### config.mk
export PLATFORM = sky130hd
export DESIGN_NAME = sram_pb_error_handler
export DESIGN_NICKNAME = d
export VERILOG_FILES = /design/src/rtl/sram_pb_error_handler_pkg.sv /design/src/rtl/sram_pb_error_handler_sat_counter.sv /design/src/rtl/sram_pb_error_handler.sv
export SDC_FILE = /design/constraint.sdc
export NUM_CORES = 1
export LEC_CHECK = 0
export CORE_MARGIN = 5
export CORE_UTILIZATION = 42
export CTS_CLUSTER_DIAMETER = 50
export DETAILED_ROUTE_END_ITERATION = 12
export HOLD_SLACK_MARGIN = 0.1
export PLACE_DENSITY_LB_ADDON = 0.2
export SLEW_MARGIN = 20
export SYNTH_ARGS = -nofsm -noshare
export SYNTH_HDL_FRONTEND = slang
export SYNTH_SLANG_ARGS = --single-unit
### constraint.sdc
create_clock -name clk -period 2.6 [get_ports clk]
set_clock_uncertainty 0.15 [all_clocks]
set_input_delay 0.26 -clock clk [delete_from_list [all_inputs] [get_ports clk]]
set_output_delay 0.26 -clock clk [all_outputs]
set_load 0.02 [all_outputs]
### src/rtl/sram_pb_error_handler_pkg.sv
// Shared helpers for the parity-error handler slice.
// Log pointers carry one extra MSB so a full log is distinguishable from an empty one.
package sram_pb_error_handler_pkg;

   function automatic int unsigned log_ptr_width(input int unsigned depth);
      return $clog2(depth) + 1;
   endfunction

endpackage

### src/rtl/sram_pb_error_handler_sat_counter.sv
// Saturating up-counter with clear; clear together with increment loads one.
module sram_pb_error_handler_sat_counter #(
   parameter int unsigned WIDTH = 8
) (
   input  logic             clk,
   input  logic             rst_n,
   input  logic             inc_i,
   input  logic             clr_i,
   output logic [WIDTH-1:0] count_o
);

   logic [WIDTH-1:0] count_q;
   logic [WIDTH-1:0] count_d;

   always_comb begin
      count_d = count_q;
      if (clr_i) begin
         count_d = inc_i ? WIDTH'(1) : '0;
      end else if (inc_i && (count_q != '1)) begin
         count_d = count_q + WIDTH'(1);
      end
   end

   always_ff @(posedge clk or negedge rst_n) begin
      if (!rst_n) begin
         count_q <= '0;
      end else begin
         count_q <= count_d;
      end
   end

   assign count_o = count_q;

endmodule

### src/rtl/sram_pb_error_handler.sv
// Logs parity-failing read addresses, scrubs them through the shared SRAM write port
// and exposes a repaired-error log, saturating count and level interrupt to software.
module sram_pb_error_handler
   import sram_pb_error_handler_pkg::*;
#(
   parameter int unsigned           ADDR_WIDTH  = 10,
   parameter int unsigned           DATA_WIDTH  = 32,
   parameter int unsigned           LOG_DEPTH   = 4,
   parameter int unsigned           COUNT_WIDTH = 8,
   parameter logic [DATA_WIDTH-1:0] SCRUB_DATA  = '0
) (
   input  logic                   clk,
   input  logic                   reset,
   input  logic                   sram_read_en,
   input  logic [ADDR_WIDTH-1:0]  sram_read_addr,
   input  logic                   ecc_pb_error,
   input  logic                   fn_write_en,
   input  logic [ADDR_WIDTH-1:0]  fn_write_addr,
   input  logic [DATA_WIDTH-1:0]  fn_write_data,
   output logic                   sram_write_en,
   output logic [ADDR_WIDTH-1:0]  sram_write_addr,
   output logic [DATA_WIDTH-1:0]  sram_write_data,
   output logic                   repair_busy,
   output logic                   err_valid,
   output logic [ADDR_WIDTH-1:0]  err_addr,
   input  logic                   err_pop,
   output logic [COUNT_WIDTH-1:0] err_count,
   output logic                   err_overflow,
   input  logic                   err_clear,
   output logic                   error_irq
);

   localparam int unsigned PW = log_ptr_width(LOG_DEPTH);
   localparam int unsigned IW = PW - 1;

   logic [ADDR_WIDTH-1:0] log_q [LOG_DEPTH];
   logic [PW-1:0]         wr_ptr_q;
   logic [PW-1:0]         wr_ptr_d;
   logic [PW-1:0]         rep_ptr_q;
   logic [PW-1:0]         rep_ptr_d;
   logic [PW-1:0]         rd_ptr_q;
   logic [PW-1:0]         rd_ptr_d;
   logic                  ovf_q;
   logic                  ovf_d;

   logic                  err_det;
   logic                  log_full;
   logic                  pop_acc;
   logic                  push;
   logic                  drop;
   logic                  cand_vld;
   logic [ADDR_WIDTH-1:0] cand_addr;
   logic                  scrub_en;
   logic                  rep_adv;

   // The flag is already gated by read_en upstream; re-gating is harmless and explicit.
   assign err_det  = ecc_pb_error & sram_read_en;
   assign log_full = ((wr_ptr_q - rd_ptr_q) == PW'(LOG_DEPTH));
   assign pop_acc  = err_pop & err_valid;
   assign push     = err_det & (~log_full | pop_acc);
   assign drop     = err_det & log_full & ~pop_acc;

   assign cand_vld  = (rep_ptr_q != wr_ptr_q);
   assign cand_addr = log_q[rep_ptr_q[IW-1:0]];
   assign scrub_en  = cand_vld & ~fn_write_en;
   // A functional write to the candidate re-encodes parity, so it retires the repair too.
   assign rep_adv   = cand_vld & (~fn_write_en | (fn_write_addr == cand_addr));

   always_comb begin
      wr_ptr_d  = wr_ptr_q;
      rep_ptr_d = rep_ptr_q;
      rd_ptr_d  = rd_ptr_q;
      ovf_d     = ovf_q | drop;
      if (push) begin
         wr_ptr_d = wr_ptr_q + PW'(1);
      end
      if (rep_adv) begin
         rep_ptr_d = rep_ptr_q + PW'(1);
      end
      if (pop_acc) begin
         rd_ptr_d = rd_ptr_q + PW'(1);
      end
      if (err_clear) begin
         ovf_d = drop;
      end
   end

   always_ff @(posedge clk or negedge reset) begin
      if (!reset) begin
         wr_ptr_q  <= '0;
         rep_ptr_q <= '0;
         rd_ptr_q  <= '0;
         ovf_q     <= 1'b0;
      end else begin
         wr_ptr_q  <= wr_ptr_d;
         rep_ptr_q <= rep_ptr_d;
         rd_ptr_q  <= rd_ptr_d;
         ovf_q     <= ovf_d;
      end
   end

   always_ff @(posedge clk or negedge reset) begin
      if (!reset) begin
         for (int unsigned i = 0; i < LOG_DEPTH; i++) begin
            log_q[i] <= '0;
         end
      end else if (push) begin
         log_q[wr_ptr_q[IW-1:0]] <= sram_read_addr;
      end
   end

   sram_pb_error_handler_sat_counter #(
      .WIDTH (COUNT_WIDTH)
   ) u_err_count (
      .clk     (clk),
      .rst_n   (reset),
      .inc_i   (err_det),
      .clr_i   (err_clear),
      .count_o (err_count)
   );

   assign sram_write_en   = fn_write_en | scrub_en;
   assign sram_write_addr = fn_write_en ? fn_write_addr : (scrub_en ? cand_addr : '0);
   assign sram_write_data = fn_write_en ? fn_write_data : (scrub_en ? SCRUB_DATA : '0);

   assign repair_busy  = cand_vld;
   assign err_valid    = (rd_ptr_q != rep_ptr_q);
   assign err_addr     = log_q[rd_ptr_q[IW-1:0]];
   assign error_irq    = (rd_ptr_q != wr_ptr_q);
   assign err_overflow = ovf_q;

endmodule

; Word-level counts from Yosys, hierarchy flattened
; Index checks and enable logic that the tools add are counted.
[classes]
n_eq_ne = 6
reduce_logical = 3
bitwise = 17
magnitude_cmp = 4
addsub = 5
mux = 16
[ops]
columns = operator, count
row1 = two-way mux 10 bit, 7
row2 = binary-select mux 10 bit (select 2 bit), 2
row3 = bitwise mux 40 bit, 1
row4 = two-way mux 32 bit, 1
row5 = demux 10 bit (select 2 bit), 1
row6 = two-way mux 8 bit, 2
row7 = equality test 10 bit, 1
row8 = adder 3 x 1 -> 3 bit (second input constant), 3
row9 = >= comparator 3 bit (second input constant), 3
row10 = != test 3 bit, 3
row11 = inverter 2 -> 3 bit, 3
row12 = adder 8 x 1 -> 8 bit (second input constant), 1
row13 = != test 8 bit (second input constant), 1
row14 = AND 1 bit, 7
row15 = bitwise OR 1 bit, 4
row16 = equality test 3 bit (second input constant), 1
row17 = less-than comparator 3 x 1 -> 1 bit (second input constant), 1
row18 = inverter 1 bit, 3
row19 = subtractor 3 bit, 1
row20 = logical AND 1 bit, 2
row21 = two-way mux 1 bit, 2
row22 = nonzero test 2 bit, 1
[totals]
in_bits = 59
wordCells = 60
regBits = 58

; Longest topological paths before layout
; Gate-level depths: netlist of run 1.
[depth]
word_depth = 7
ltp_mapped = 9

; By module
; Synthesis of run 1 repeated with hierarchy kept, for this count alone.
[unflattened]
hier_cells = 313
hier_area_um2 = 3674.8
[by_module_without_submodules]
columns = module, n_inst, area_per_inst_um2, seq_area_each_um2, cells_per_inst
row1 = sram_pb_error_handler, 1, 3201.8, 1251.2, 266
row2 = sram_pb_error_handler_sat_counter, 1, 473.0, 200.2, 47

; Worst setup path before layout of run 1
; Ideal clock, no wire load.
[synth_path]
kind = reg2reg
startpoint = register rd_ptr_q[1]
endpoint = register log_q[0] (netlist name)
stages_incl_launch_ff = 10
t_arrival_ps = 2174
path_slack_ps = 152
t_required_ps = 2325
cell_sequence = dfrtp_1 clkbuf_1 inv_1 ha_1 nor2b_1 xnor2_1 a41oi_4 nand2_1 buf_2 mux2_2
[synth_between]
elab_chain_len = 5
word_cells_on_any_way = 7
cone_classes = add/sub: 1 / eq/ne: 2 / bitwise: 4
[synth_rtl]
columns = element, line_no
row1 = "start, declared", sram_pb_error_handler.sv:41  ; logic [PW-1:0] rd_ptr_q;
row2 = "start signal, assigned", sram_pb_error_handler.sv:97  ; rd_ptr_q <= rd_ptr_d;
row3 = subtractor 3 bit, sram_pb_error_handler.sv:58  ; assign log_full = ((wr_ptr_q - rd_ptr_q) == PW'(LOG_DEPTH));
row4 = equality test 3 bit, sram_pb_error_handler.sv:58
row5 = inverter 1 bit, sram_pb_error_handler.sv:60  ; assign push = err_det & (~log_full | pop_acc);
row6 = bitwise OR 1 bit (*), sram_pb_error_handler.sv:60
row7 = AND 1 bit (*), sram_pb_error_handler.sv:60
row8 = "end signal, assigned by index", sram_pb_error_handler.sv:108  ; log_q[wr_ptr_q[IW-1:0]] <= sram_read_addr;
row9 = "end, declared", sram_pb_error_handler.sv:36  ; logic [ADDR_WIDTH-1:0] log_q [LOG_DEPTH];
; Every way passes the cells marked *; elsewhere a longest branch is shown, timed or not.
; A chain may end at the register's enable or synchronous reset.

; Worst setup path after layout of run 1
[layout_path]
startpoint = register rd_ptr_q[0]
endpoint = output err_addr[0]
[layout_between]
elab_chain_len = 4
[layout_rtl]
columns = element, line_no
row1 = inverter 2 -> 3 bit (implied by the code), sram_pb_error_handler.sv:128  ; assign err_addr = log_q[rd_ptr_q[IW-1:0]];
row2 = binary-select mux 10 bit (select 2 bit), sram_pb_error_handler.sv:128
row3 = two-way mux 10 bit (implied by the code) (2 in a row), sram_pb_error_handler.sv:128
row4 = "end, declared", sram_pb_error_handler.sv:25  ; output logic [ADDR_WIDTH-1:0] err_addr,
; Every way passes these cells. The select of a mux whose other input is x is not followed.

==> results.md, run 1 <==
- Internal portion of total power: between 3 and 4 mW
- DRT Wirelength: around 9500 microns
- Slew HR: 0.669
- Family with the most delay on the worst path: buffers and inverters
- Net Sw Frac: 0.390
- Yosys reg bits: 58
- Area share of the largest cell type after synthesis: 0.403
- CTS tree: built
- Count of final hold-check violations: 0
- Peak supply drop: approximately 0.71 mV
- Count of maximum capacitance violations: 0
- Critical Setup Path Class: register to output port
- Most frequent standard cell in the layout excluding fill and tap cells: sky130_fd_sc_hd__clkdlybuf4s50_1
- Antenna violations before repair: 0
- Timing-limited maximum frequency: around 0.4 GHz
- Post-Place Cells: 533
- Crit path required time: ~2.2 ns
- Pre-CTS WS: 0.196 ns
- Buffers from clock root to sink, at most: 2
- Period utilization: 0.961
- CP bufs+invs: 2
- Vias per cell: 5.20
- Post-DR wirelength/cell: 17.3 microns
- Worst Setup Start Kind: register
- Synth Net Count: between 300 and 400
- Core Footprint: roughly 8300 sq um
- Cells along the critical path: buf_6, mux4_2, clkdlybuf4s50_1
- Result of the run: complete, no violations
- Non-filler cells, final: 550
- Tightest Pin Transition: 0.493 ns
- Setup-failing EPs final: 0
- Startpoint of the worst register-to-register path: rep_ptr_q[0]
- Portion of total power attributed to the clock network: 0.157
- Total congestion overflow after global routing: 0
- DR iter-0 viols: about 130
- Top library cells by usage in the layout, fill and taps aside: 110 x sky130_fd_sc_hd__clkdlybuf4s50_1, 58 x sky130_fd_sc_hd__dfrtp_1, 41 x sky130_fd_sc_hd__mux2_2, 34 x sky130_fd_sc_hd__and2_1, 28 x sky130_fd_sc_hd__nand2_1
- Number of vias after detailed routing: around 2900
- Tightest Hold Check Type: primary input to async pin
- Seq/Total Area, Yosys: 0.403
- Residual DRC: 0
- Insertion delay to the later sink of the worst-skew pair: 0.34 ns
- Cell type contributing the most total cell area after synthesis: sky130_fd_sc_hd__dfrtp_1
- Post-route antenna net violation count: 0
- Post-Synthesis Cells: around 310
- Cell depth of the worst flop-to-flop path: 6
- Number of distinct standard cells referenced by the synthesized netlist: 40
- Combinational share of power: 0.575
- Maximum number of pins on one net before global-route repair: 34
- Reg-to-Reg End: rep_ptr_q[1]
- Part of the power in registers: 0.268
- Library cell contributing the largest single delay on the critical path: sky130_fd_sc_hd__clkdlybuf4s50_1
- Largest stage delay on the critical path: ~0.56 ns
- Switching power total: ~2.3 mW
- Global-route wire length before repair: 14900 microns
- Worst setup slack for register-to-register paths: 0.19 ns
- First-pass detailed-route iteration total: 4
- Sink Count: 58
- Net count reported at finish: 508
- Arrival time worst endpoint: 2.09 ns
- Gr usage total: 0.187
- Antenna cells: 0
- Number of pins exceeding their max-slew limit in the final report: 0
- Via count of the first global-routing pass: around 3000
- Final hold slack: 0.146 ns
- Final weighted congestion in routability-driven placement: approximately 0.77
- Per-instance average area after synthesis: roughly 12 sq um
- Power density over the cells: roughly 1100 nW/um^2
- Vert. Die Dim: between 100 and 150 microns
- Synthesis-to-finish area growth: 44.5%
- Final critical delay including setup and external delays: roughly 2.5 ns
- Number of rows created at floorplan: 33
- Die outline area: around 11000 sq um
- Initial core utilization: 0.434
- Unrepaired setup endpoints after global routing: false
- Maximum level of the CTS H-tree: 3
- Worst path depth: 3
- Root cell of the clock tree: sky130_fd_sc_hd__clkbuf_8
- Worst Path Max Fanout: 12
- Leakage Power: roughly 2.2 nW
- Boundary Pins: approximately 120
- Final TNS setup: 0 ns
- Post-synthesis instance area: 3600 sq um
- Synth top area cells: sky130_fd_sc_hd__dfrtp_1 40%, sky130_fd_sc_hd__mux2_2 13%, sky130_fd_sc_hd__mux4_2 12%, sky130_fd_sc_hd__and2_1 5.9%, sky130_fd_sc_hd__xor2_1 3.4%
- Critical Path End Type: output port
- Warnings, synthesis: 0
- Post-route setup slack: ~0.10 ns
- HPWL after DPL: roughly 7200 microns
- Reg clk slew, reported paths: roughly 0.07 ns
- Port buffer count: approximately 120
- Horizontal die dimension: a little over 100 microns
- Core utilization of the finished layout: 0.627
- Share of cells above drive strength 1: 0.229
- TritonCTS buffer count: 9
-- logic make-up (layout without fill, tap and decap cells) --
group           after synthesis  after routing  synth area share
fa+ha+maj                     9              9            0.0313
buf+inv                      24            161            0.0302
xor+xnor                     27             27            0.0656
simple gates                101            101             0.157
mux                          62             62             0.257
flops                        58             58             0.403
compound gates               27             27            0.0566
-- flip-flops by register name, indices dropped and copies added, names as in the netlist --
name                 flops
log_q                   40
u_err_count.count_o      8
rd_ptr_q                 3
rep_ptr_q                3
wr_ptr_q                 3
err_overflow             1
-- power by group through the flow --
| stage | clock network (mW) | registers (mW) | logic (mW) |
|---|---|---|---|
| after floorplan | 0 | 1.54 | 2.37 |
| after CTS | 0.952 | 1.59 | 3.47 |
| after global placement | 0 | 1.58 | 3.46 |
| after global routing | 0.993 | 1.65 | 3.70 |
| final | 0.935 | 1.59 | 3.42 |
| after detailed placement | 0 | 1.61 | 3.51 |
-- what timing repair did --
action	in CTS	in global routing
hold buffers	1	0
setup endpoints to repair	11	12
endpoints found under the hold margin	58	0
resized for setup	11	6
setup buffers	0	0
-- through the flow --
stage | power (mW) | instance area (sq um)
2_1_floorplan | 3.91 | 3600
3_3_place_gp | 5.05 | 4990
3_5_place_dp | 5.12 | 4990
4_1_cts | 6.02 | 5200
5_1_grt | 6.35 | 5210
6_report | 5.95 | 5210
-- cells in the mapped netlist --
cell type                  instances
sky130_fd_sc_hd__and3_1            4
sky130_fd_sc_hd__o21ai_1           1
sky130_fd_sc_hd__a31oi_1           1
sky130_fd_sc_hd__o221a_2           2
sky130_fd_sc_hd__nor4_1            1
sky130_fd_sc_hd__a21oi_1           2
sky130_fd_sc_hd__or2_2             1
sky130_fd_sc_hd__nor2b_1           1
sky130_fd_sc_hd__o21ai_0          12
sky130_fd_sc_hd__o221ai_2          1
sky130_fd_sc_hd__mux2i_1           1
sky130_fd_sc_hd__nand4_1           4
sky130_fd_sc_hd__mux4_2           19
sky130_fd_sc_hd__xnor2_1          13
sky130_fd_sc_hd__nor3_1            2
sky130_fd_sc_hd__nand2_1          28
sky130_fd_sc_hd__nor4_4            2
sky130_fd_sc_hd__clkbuf_1          8
sky130_fd_sc_hd__and2_2            1
sky130_fd_sc_hd__ha_1              9
sky130_fd_sc_hd__mux2_2           41
sky130_fd_sc_hd__buf_1             2
sky130_fd_sc_hd__a41oi_4           1
sky130_fd_sc_hd__nor2_1           10
sky130_fd_sc_hd__and2_1           34
sky130_fd_sc_hd__o22ai_1           1
sky130_fd_sc_hd__a31o_2            1
sky130_fd_sc_hd__nand2_2           3
sky130_fd_sc_hd__o211ai_1          4
sky130_fd_sc_hd__nand2b_1          1
sky130_fd_sc_hd__or3_1             2
sky130_fd_sc_hd__buf_6             2
sky130_fd_sc_hd__nand3b_1          3
sky130_fd_sc_hd__buf_2             3
sky130_fd_sc_hd__dfrtp_1          58
sky130_fd_sc_hd__mux4_1            1
sky130_fd_sc_hd__xor2_1           14
sky130_fd_sc_hd__nand3_1           4
sky130_fd_sc_hd__inv_1             9
sky130_fd_sc_hd__a211oi_2          1
-- worst reg2reg max path, stage by stage, from the launching register on --
cell and delay [ns]:
sky130_fd_sc_hd__dfrtp_1 0.38, sky130_fd_sc_hd__buf_4 0.22, sky130_fd_sc_hd__mux4_2 0.55, sky130_fd_sc_hd__xor2_1 0.19, sky130_fd_sc_hd__nor4_4 0.44, sky130_fd_sc_hd__o221a_2 0.27, sky130_fd_sc_hd__o211ai_1 0.08
-- cell type report --
type | instances | area [sq um]
clock buffers | 11 | 141
clock inverters | 5 | 77.6
fillers | 669 | 3090
inverters | 9 | 33.8
multi-input cells | 226 | 2040
flip-flops and latches | 58 | 1450
well taps | 105 | 131
repair buffers | 136 | 1330
-- layer usage --
metal | global-route usage | vias up | share of wire
met4 | 0.0696 | 0 | 0.014
met2 | 0.326 | 113 | 0.51
met5 | 0 | - | 0
met1 | 0.223 | 1378 | 0.39
met3 | 0.0474 | 14 | 0.091
li1 | - | 1357 | -
-- worst max-delay path by stage --
stage	from	to
CTS	rd_ptr_q[0]	err_addr[0]
finish	rd_ptr_q[0]	err_addr[0]
global route	wr_ptr_q[0]	sram_write_addr[3]
floorplan	rd_ptr_q[1]	log_q[0]
detailed placement	rep_ptr_q[0]	rep_ptr_q[1]
global placement	rep_ptr_q[0]	rep_ptr_q[1]
Note: power is estimated with default switching activity, not from simulation.
==> run 2, diff against run 1 <==
Settings changed: REMOVE_ABC_BUFFERS set to 1.
==> run 2 against run 1 <==
  * Via count up 0.17%
  * Largest power group unchanged
  * Largest cell class unchanged
  * Cell count grew 0.18%
  * Critical path type unchanged
  * Core utilization fell by 0.29 points
  * Setup slack worse by 0.0034 ns
  * Clock-buffer cell count unchanged
  * Sequential power about the same
  * Final area decreased by 0.46%
==> results.md, run 2 (synthesized netlist as in run 1, its figures left out) <==
- Count of maximum capacitance violations: 0 (unchanged)
- Setup Fix Bufs, Post-CTS: 0 (unchanged)
- Maximum number of pins on one net before global-route repair: 34 (unchanged)
- DR iter-0 viols: 161 (+26%)
- Finished Cell Area: 5180 sq um (-0.46%)
- Die outline area: 10500 sq um (unchanged)
- Port buffer count: 123 (unchanged)
- Top library cells by usage in the layout, fill and taps aside: 111 x sky130_fd_sc_hd__clkdlybuf4s50_1, 58 x sky130_fd_sc_hd__dfrtp_1, 41 x sky130_fd_sc_hd__mux2_2, 34 x sky130_fd_sc_hd__and2_1, 28 x sky130_fd_sc_hd__nand2_1
- Net count reported at finish: 509 (+0.20%)
- Insertion delay to the later sink of the worst-skew pair: 0.34 ns (about the same)
- Result of the run: complete, no violations
- Internal portion of total power: 3.54 mW (-2.5%)
- Antenna cells: 0 (unchanged)
- Critical Setup Path Class: register to output port
- DRT Wirelength: 9250 microns (-2.8%)
- Timing-limited maximum frequency: 0.400 GHz (-0.13%)
- Global-route wire length before repair: 14800 microns (-0.74%)
- Power density over the cells: 1130 nW/um^2 (-1.1%)
- Setup-failing EPs final: 0 (unchanged)
- Worst Path Max Fanout: 5 (-7)
- Boundary Pins: 124 (unchanged)
- Reg clk slew, reported paths: 0.07 ns (about the same)
- Largest stage delay on the critical path: 0.56 ns (about the same)
- First-pass detailed-route iteration total: 4 (unchanged)
- Initial core utilization: 0.434 (unchanged)
- Fill cells: 691 (+3.3%)
- Arrival time worst endpoint: 2.09 ns (about the same)
- Cells along the critical path: buf_4, mux4_2, clkdlybuf4s50_1
- Final critical delay including setup and external delays: 2.50 ns (+0.00336 ns)
- Library cell contributing the largest single delay on the critical path: sky130_fd_sc_hd__clkdlybuf4s50_1
- Root cell of the clock tree: sky130_fd_sc_hd__clkbuf_8
- Core Footprint: 8300 sq um (unchanged)
- Total congestion overflow after global routing: 0 (unchanged)
- Post-route antenna net violation count: 0 (unchanged)
- Share of cells above drive strength 1: 0.231 (+0.00173)
- Final weighted congestion in routability-driven placement: 0.810 (+5.0%)
- Horizontal die dimension: 103 microns (unchanged)
- Number of pins exceeding their max-slew limit in the final report: 0 (unchanged)
- Crit path required time: 2.19 ns (about the same)
- Tightest Hold Check Type: primary input to async pin
- Worst Setup Start Kind: register
- Portion of total power attributed to the clock network: 0.137 (-0.020)
- Peak supply drop: 0.643 mV (-10%)
- Count of final hold-check violations: 0 (unchanged)
- Part of the power in registers: 0.275 (+0.007)
- Largest reg by FF count: log_q
- Post-DR wirelength/cell: 16.8 microns (-3.0%)
- HPWL after DPL: 7210 microns (about the same)
- Vias per cell: 5.20 (about the same)
- Unrepaired setup endpoints after global routing: false
- Final TNS setup: 0 ns (unchanged)
- Number of rows created at floorplan: 33 (unchanged)
- Most frequent standard cell in the layout excluding fill and tap cells: sky130_fd_sc_hd__clkdlybuf4s50_1
- Slew HR: 0.542 (-0.126)
- Antenna violations before repair: 0 (unchanged)
- Cell area after placement: 5000 sq um (+0.15%)
- Gr usage total: 0.182 (-0.00477)
- Net Sw Frac: 0.396 (+0.00560)
- Tightest Pin Transition: 0.686 ns (+0.193 ns)
- Flip-flop count of the largest register after layout: 40 (unchanged)
- Buffers from clock root to sink, at most: 2 (unchanged)
- Synthesis-to-finish area growth: 43.9%
- Period utilization: 0.963 (+0.00129)
- Switching power total: 2.32 mW (-0.18%)
- Number of vias after detailed routing: 2867 (+0.17%)
- TritonCTS buffer count: 9 (unchanged)
- Final hold slack: 0.349 ns (+0.203 ns)
- CTS tree: built
- Maximum level of the CTS H-tree: 3 (unchanged)
- Leakage Power: 2.15 nW (-0.74%)
- Sink Count: 58 (unchanged)
- Vert. Die Dim: 103 microns (unchanged)
- Critical Path End Type: output port
- Residual DRC: 0 (unchanged)
- Via count of the first global-routing pass: 2922 (-1.5%)
- Combinational share of power: 0.588 (+0.013)
## run 2: final timing paths
kind	start	end	slack, ns	cells past startpoint
min	reset	u_err_count.count_o[6]	0.35	2
min in group clk	log_q[13]	log_q[13]	0.37	1
max in group asynchronous	reset	rd_ptr_q[2]	1.22	3
min reg2reg	log_q[13]	log_q[13]	0.37	1
max	rd_ptr_q[0]	err_addr[3]	0.1	3
max reg2reg	wr_ptr_q[0]	log_q[21]	0.19	7
## run 2: final cells by class
class                   instances  area, sq um  share of cell area
flip-flops and latches         58         1450               0.280
clock inverters                 5         55.1              0.0106
well taps                     105          131              0.0253
inverters                       9         33.8             0.00652
clock buffers                  11          131              0.0253
repair buffers                137         1330               0.257
multi-input cells             226         2050               0.395
## run 2: critical path: cells and delay by family (launching register included)
kind     cells  cell delay (ns)
flops        1             0.47
buf+inv      2             0.77
mux          1             0.52
## run 2: metrics by stage
step                      setup WS (ns)  std cells  utilization  power [mW]
after floorplan                  0.0770        293            -        3.83
after global placement            0.207        534        0.602        5.08
after detailed placement          0.200        534        0.602        5.16
after CTS                        0.0497        551        0.624        5.93
after global routing             0.0116        551        0.625        6.31
final                            0.0970        551        0.625        5.86
## run 2: power groups by stage
stage,combinational (mW),clock (mW),sequential [mW]
2_1_floorplan,2.19,0,1.65
3_3_place_gp,3.49,0,1.59
3_5_place_dp,3.53,0,1.63
4_1_cts,3.49,0.827,1.61
5_1_grt,3.77,0.866,1.67
6_report,3.45,0.803,1.61
## run 2: what timing repair did
action	CTS	global route
hold buffers	1	0
endpoints found under the setup margin	11	12
resized for setup	11	5
hold endpoints to repair	28	0
pin swaps	0	1
## run 2: metal layers
layer / track usage / up-vias / routed length [microns]
met5: 0 / - / 0
met3: 0.0501 / 12 / 930
met4: 0.0545 / 0 / 127
li1: - / 1364 / -
met2: 0.307 / 107 / 4480
met1: 0.230 / 1384 / 3710
